==> src/rtl/alu_result_writeback.sv <==
// ALU result writeback stage: captures a 64-bit ALU result and sequences it onto a
// 32-bit register-file write port (one beat for single-word ops, LO then HI for mul/div).
module alu_result_writeback #(
  parameter int unsigned          ADDR_W  = 5,
  parameter logic [ADDR_W-1:0]    LO_ADDR = 5'd16,
  parameter logic [ADDR_W-1:0]    HI_ADDR = 5'd17,
  parameter int unsigned          CNT_W   = 16
) (
  input  logic              clk,
  input  logic              reset,
  input  logic              in_valid,
  output logic              in_ready,
  input  logic [4:0]        opcode,
  input  logic [63:0]       rz,
  input  logic [ADDR_W-1:0] dest,
  output logic              wb_valid,
  input  logic              wb_ready,
  output logic [ADDR_W-1:0] wb_addr,
  output logic [31:0]       wb_data,
  output logic              illegal_op,
  output logic [CNT_W-1:0]  op_count
);

  localparam logic [4:0] OpAdd  = 5'b00000;
  localparam logic [4:0] OpSub  = 5'b00001;
  localparam logic [4:0] OpMul  = 5'b00010;
  localparam logic [4:0] OpDiv  = 5'b00011;
  localparam logic [4:0] OpAnd  = 5'b00100;
  localparam logic [4:0] OpOr   = 5'b00101;
  localparam logic [4:0] OpShr  = 5'b00110;
  localparam logic [4:0] OpShra = 5'b00111;
  localparam logic [4:0] OpShl  = 5'b01000;
  localparam logic [4:0] OpRor  = 5'b01001;
  localparam logic [4:0] OpRol  = 5'b01011;
  localparam logic [4:0] OpNeg  = 5'b01100;
  localparam logic [4:0] OpNot  = 5'b01101;

  typedef enum logic [1:0] {StIdle, StBeat0, StBeat1} state_e;

  function automatic logic op_known(input logic [4:0] op);
    logic known;
    case (op)
      OpAdd, OpSub, OpMul, OpDiv, OpAnd, OpOr, OpShr, OpShra,
      OpShl, OpRor, OpRol, OpNeg, OpNot: known = 1'b1;
      default:                           known = 1'b0;
    endcase
    return known;
  endfunction

  function automatic logic op_wide(input logic [4:0] op);
    return (op == OpMul) || (op == OpDiv);
  endfunction

  state_e              state_q, state_d;
  logic [63:0]         z_q;
  logic [4:0]          op_q;
  logic [ADDR_W-1:0]   dest_q;
  logic                illegal_q, illegal_d;
  logic [CNT_W-1:0]    count_q, count_d;

  logic last_beat;
  logic accept;
  logic accept_known;
  logic beat_done;
  logic op_done;

  // Final beat of the held op; completing it frees the capture registers this cycle.
  assign last_beat    = ((state_q == StBeat0) && !op_wide(op_q)) || (state_q == StBeat1);
  assign in_ready     = reset && ((state_q == StIdle) || (last_beat && wb_ready));
  assign accept       = in_valid && in_ready;
  assign accept_known = accept && op_known(opcode);
  assign beat_done    = wb_valid && wb_ready;
  assign op_done      = beat_done && last_beat;

  always_comb begin
    wb_valid = 1'b0;
    wb_addr  = '0;
    wb_data  = '0;
    case (state_q)
      StBeat0: begin
        wb_valid = 1'b1;
        if (op_q == OpMul) begin
          wb_addr = LO_ADDR;
          wb_data = z_q[31:0];
        end else if (op_q == OpDiv) begin
          // Quotient lives in the upper half of the divider result.
          wb_addr = LO_ADDR;
          wb_data = z_q[63:32];
        end else begin
          wb_addr = dest_q;
          wb_data = z_q[31:0];
        end
      end
      StBeat1: begin
        wb_valid = 1'b1;
        wb_addr  = HI_ADDR;
        wb_data  = (op_q == OpMul) ? z_q[63:32] : z_q[31:0];
      end
      default: ;
    endcase
  end

  always_comb begin
    state_d   = state_q;
    illegal_d = accept && !op_known(opcode);
    count_d   = op_done ? count_q + CNT_W'(1) : count_q;
    case (state_q)
      StIdle: begin
        if (accept_known) state_d = StBeat0;
      end
      StBeat0: begin
        if (wb_ready) begin
          if (op_wide(op_q))     state_d = StBeat1;
          else if (accept_known) state_d = StBeat0;
          else                   state_d = StIdle;
        end
      end
      StBeat1: begin
        if (wb_ready) state_d = accept_known ? StBeat0 : StIdle;
      end
      default: state_d = StIdle;
    endcase
  end

  always_ff @(posedge clk) begin
    if (!reset) begin
      state_q   <= StIdle;
      z_q       <= '0;
      op_q      <= '0;
      dest_q    <= '0;
      illegal_q <= 1'b0;
      count_q   <= '0;
    end else begin
      state_q   <= state_d;
      illegal_q <= illegal_d;
      count_q   <= count_d;
      if (accept) begin
        z_q    <= rz;
        op_q   <= opcode;
        dest_q <= dest;
      end
    end
  end

  assign illegal_op = illegal_q;
  assign op_count   = count_q;

endmodule

==> config.mk <==
export PLATFORM = sky130hd
export DESIGN_NAME = alu_result_writeback
export DESIGN_NICKNAME = d
export VERILOG_FILES = /design/src/rtl/alu_result_writeback.sv
export SDC_FILE = /design/constraint.sdc
export NUM_CORES = 1
export LEC_CHECK = 0
export ABC_AREA = 1
export BUFFER_PORTS_ARGS = -buffer_cell sky130_fd_sc_hd__buf_2
export CORE_ASPECT_RATIO = 0.75
export CORE_UTILIZATION = 47
export CTS_CLUSTER_DIAMETER = 30
export CTS_CLUSTER_SIZE = 14
export DETAILED_ROUTE_END_ITERATION = 12
export GPL_TIMING_DRIVEN = 0
export PLACE_DENSITY = 0.76
export SYNTH_ARGS = -nofsm -noshare
export SYNTH_HDL_FRONTEND = slang
export SYNTH_SLANG_ARGS = --single-unit
==> constraint.sdc <==
create_clock -name clk -period 1.55 [get_ports clk]
set_input_delay 0.0775 -clock clk [delete_from_list [all_inputs] [get_ports clk]]
set_output_delay 0.0775 -clock clk [all_outputs]
set_load 0.01 [all_outputs]
==> summary.md <==
| Metric | Value |
|---|---|
| Synth cell count leaders | a21oi_1 (181), o21ai_0 (130), dfxtp_1 (93), inv_1 (90), nand2_1 (30) |
| WL/cell | 19.2 microns |
| Top post-synthesis cells by area | dfxtp_1 (40%), a21oi_1 (20%), o21ai_0 (14%) |
| Crit Path Category | flop to primary output |
| Global-route wire length before repair | 25.8 mm |
| Relative slew slack | 53.8% |
| Crit Path Max Fanout | 8 |
| CP max stage delay | 340 ps |
| Root Buffer | clkbuf_16 |
| Worst-Margin Slew | 693 ps |
| Max cap viols | 0 |
| Placed cells | 918 |
| Worst Skew | 9.83 ps |
| Final instance area | 0.00671 sq mm |
| First-pass iteration count of the detailed router | 6 |
| Largest net degree at the start of global routing | 15 |
| Failing checks | negative hold slack, negative setup slack |
| # clock sinks | 93 |
| Total global-route track usage | 33.9% |
| Worst-path clk slew | 60 ps |
| Most Crowded Layer GR | met2 |
| Die width | 116 microns |
| GPL Wtd Cong | 0.921 |
| Min Hold Slack | -11.4 ps |
| Vias in the first global route | 5069 |
| Syn Nets | 740 |
| #FFs+latches synth | 93 |
| Netlist cell types | 32 |
| Non-Filler Instances | 966 |
| Starting density of the core | 49.8% |
| Finished Core Util | 72.4% |
| Arrival @ worst endpoint | 1980 ps |
| Placed cell area | 0.00547 sq mm |
| CTS tree | built |
| Critical path endpoint category | primary output |
| Power density over the cells | 847 mW/mm^2 |
| # port buffers | 133 |
| Clock buffer depth | 2 |
| Core box area | 0.00927 sq mm |
| Top FF cell, synth | dfxtp_1 |
| Upper clock frequency limit | 486 MHz |
| Dpl hpwl | 11.3 mm |
| Worst min path class | primary input to flop |
| P&R area growth vs syn | 45.4% |
| EDFF count, synth | 0 |
| Initial antenna violation count | 0 |
| Global route total overflow | 0 |
| WP data required | 1470 ps |
| Via density | 5.99 |
| Max Slew Vio Count | 0 |
| Sequential share of the synthesized area | 40.3% |
| Max rail drop VDD | 0.566 mV |
| Tmin final | 2060 ps |
| # DRC | 0 |
| Die ar. | 0.0102 sq mm |
| Static Leak | 2.83 nW |
| Cell area after synthesis | 0.00462 sq mm |
| Ratio of cells with drive above 1 in the final layout | 35.7% |
| Synth warn | 0 |
| Die height | 87.8 microns |
| Slowest cell on the critical path | dfxtp_2 |
| Setup Viol. Count Final | 126 |
| Most frequent cell after synthesis | a21oi_1 |
| Mapped Cells | 657 |
| Final nets | 917 |
| Core Rows | 30 |
| Syn avg cell area | 7.03 sq um |
| Setup WS pre-CTS | -397 ps |
| Startpoint Class | flop |
| Routed Antenna Nets | 0 |
| Async S/R FF share, synth | 0% |
| Grt met1 use | 45.7% |
| Crit share post-route | 133% |
| GR Util met3 | 8.79% |
| H-Tree Depth | 3 |
| Clk_lat worst skew | 350 ps |
| Status | complete, but fails checks |
| WL final | 18.5 mm |
| TritonCTS buffer count | 9 |
| Synth area leader | dfxtp_1 |
| Final WS setup | -509 ps |
| Filler cells | 688 |
| CP Cell Sequence | nor2_4, nand2_4, nor2_4, inv_4, clkbuf_4, a21oi_1, o21ai_0, a21oi_1, buf_2 |
| Yosys top cell area share | 40.3% |
| # IOs | 134 |
| RSZ-0062 raised after global routing | true |
| Via count | 5787 |
| Met2 Usage GRT | 51.4% |
| Iteration-0 DRC Markers | 861 |
| Final hold vios | 4 |
| Antenna Cells | 0 |
==> worst max-delay path: cells and delay by family, from the launching register on <==
kind                   cells  cell delay [ps]
AOI/OAI and AO/OA          3              490
DFF                        1              340
buffers and inverters      3              430
and+or+nand+nor            3              360
==> routing by layer <==
| metal | vias up | part of all wire, % |
|---|---|---|
| li1 | 2582 | - |
| met2 | 505 | 43 |
| met4 | 0 | 4.6 |
| met1 | 2605 | 39 |
| met5 | - | 0 |
| met3 | 95 | 13 |
==> sequential cells by signal, summed over array words and instances, names as in the netlist <==
register,count
dest_q,5
illegal_op,1
op_count,16
op_q,5
state_q,2
z_q,64
==> metrics by stage <==
stage               setup TNS [ps]  power (mW)
finish                      -39740        5.68
global route                -46260        5.83
CTS                         -31450        5.49
detailed placement          -33220        3.31
global placement            -27800        3.28
floorplan                        0        3.03
==> worst paths after layout <==
| kind | end | slack (ps) | start | cells past startpoint |
|---|---|---|---|---|
| setup / recovery | wb_data[3] | -510 | op_q[4] | 9 |
| hold / removal | z_q[51] | -10 | rz[51] | 3 |
| setup reg to reg | z_q[44] | -430 | op_q[1] | 15 |
| hold reg to reg | dest_q[3] | 460 | dest_q[3] | 2 |
==> cells in the final DEF, fill, tap and decap left out, drive strengths merged <==
cell type	n
ha	5
nor3b	1
nand2	38
a21oi	181
a31oi	2
clkbuf	33
o2111ai	1
nor3	7
dlygate4sd3	5
nand4	1
o21ai	144
nand2b	1
nor2	20
a211oi	1
inv	96
clkinvlp	2
nor4	1
o21a	1
nand3	11
bufbuf	4
clkinv	4
o21bai	3
buf	181
xor2	2
dfxtp	93
==> repair_timing <==
item | 4_1_cts | 5_1_grt
hold buffers | 5 | 0
resized for setup | 123 | 97
endpoints found under the hold margin | 5 | 0
pin swaps | 8 | 17
buffers inserted | 10 | 11
setup endpoints to repair | 124 | 128
cloned | 6 | 1
==> cell families after synthesis <==
logic type | Yosys count | synth area share [%]
buffers and inverters | 144 | 12.9
AO/OA/AOI/OAI | 333 | 36.6
flip-flops | 93 | 40.3
adder cells (fa/ha/maj) | 5 | 1.36
AND/OR/NAND/NOR | 80 | 8.43
XOR/XNOR | 2 | 0.380
==> report_power, final <==
group          total (mW)  internal, mW  switching [mW]
Clock                2.07          1.12           0.956
Sequential           2.61          2.53          0.0810
Combinational       0.997         0.422           0.575
Total                5.68          4.07            1.61
==> area by class of cell <==
| type | instances | area (sq um) | area share (%) |
|---|---|---|---|
| Multi-Input combinational cell | 420 | 2500 | 37.2 |
| Sequential cell | 93 | 1870 | 27.9 |
| Timing Repair Buffer | 166 | 1070 | 15.9 |
| Buffer | 46 | 455 | 6.79 |
| Inverter | 98 | 390 | 5.82 |
| Clock buffer | 11 | 243 | 3.62 |
| Tap cell | 128 | 160 | 2.39 |
| Clock inverter | 4 | 25.0 | 0.373 |
(Power assumes the default switching activity.)
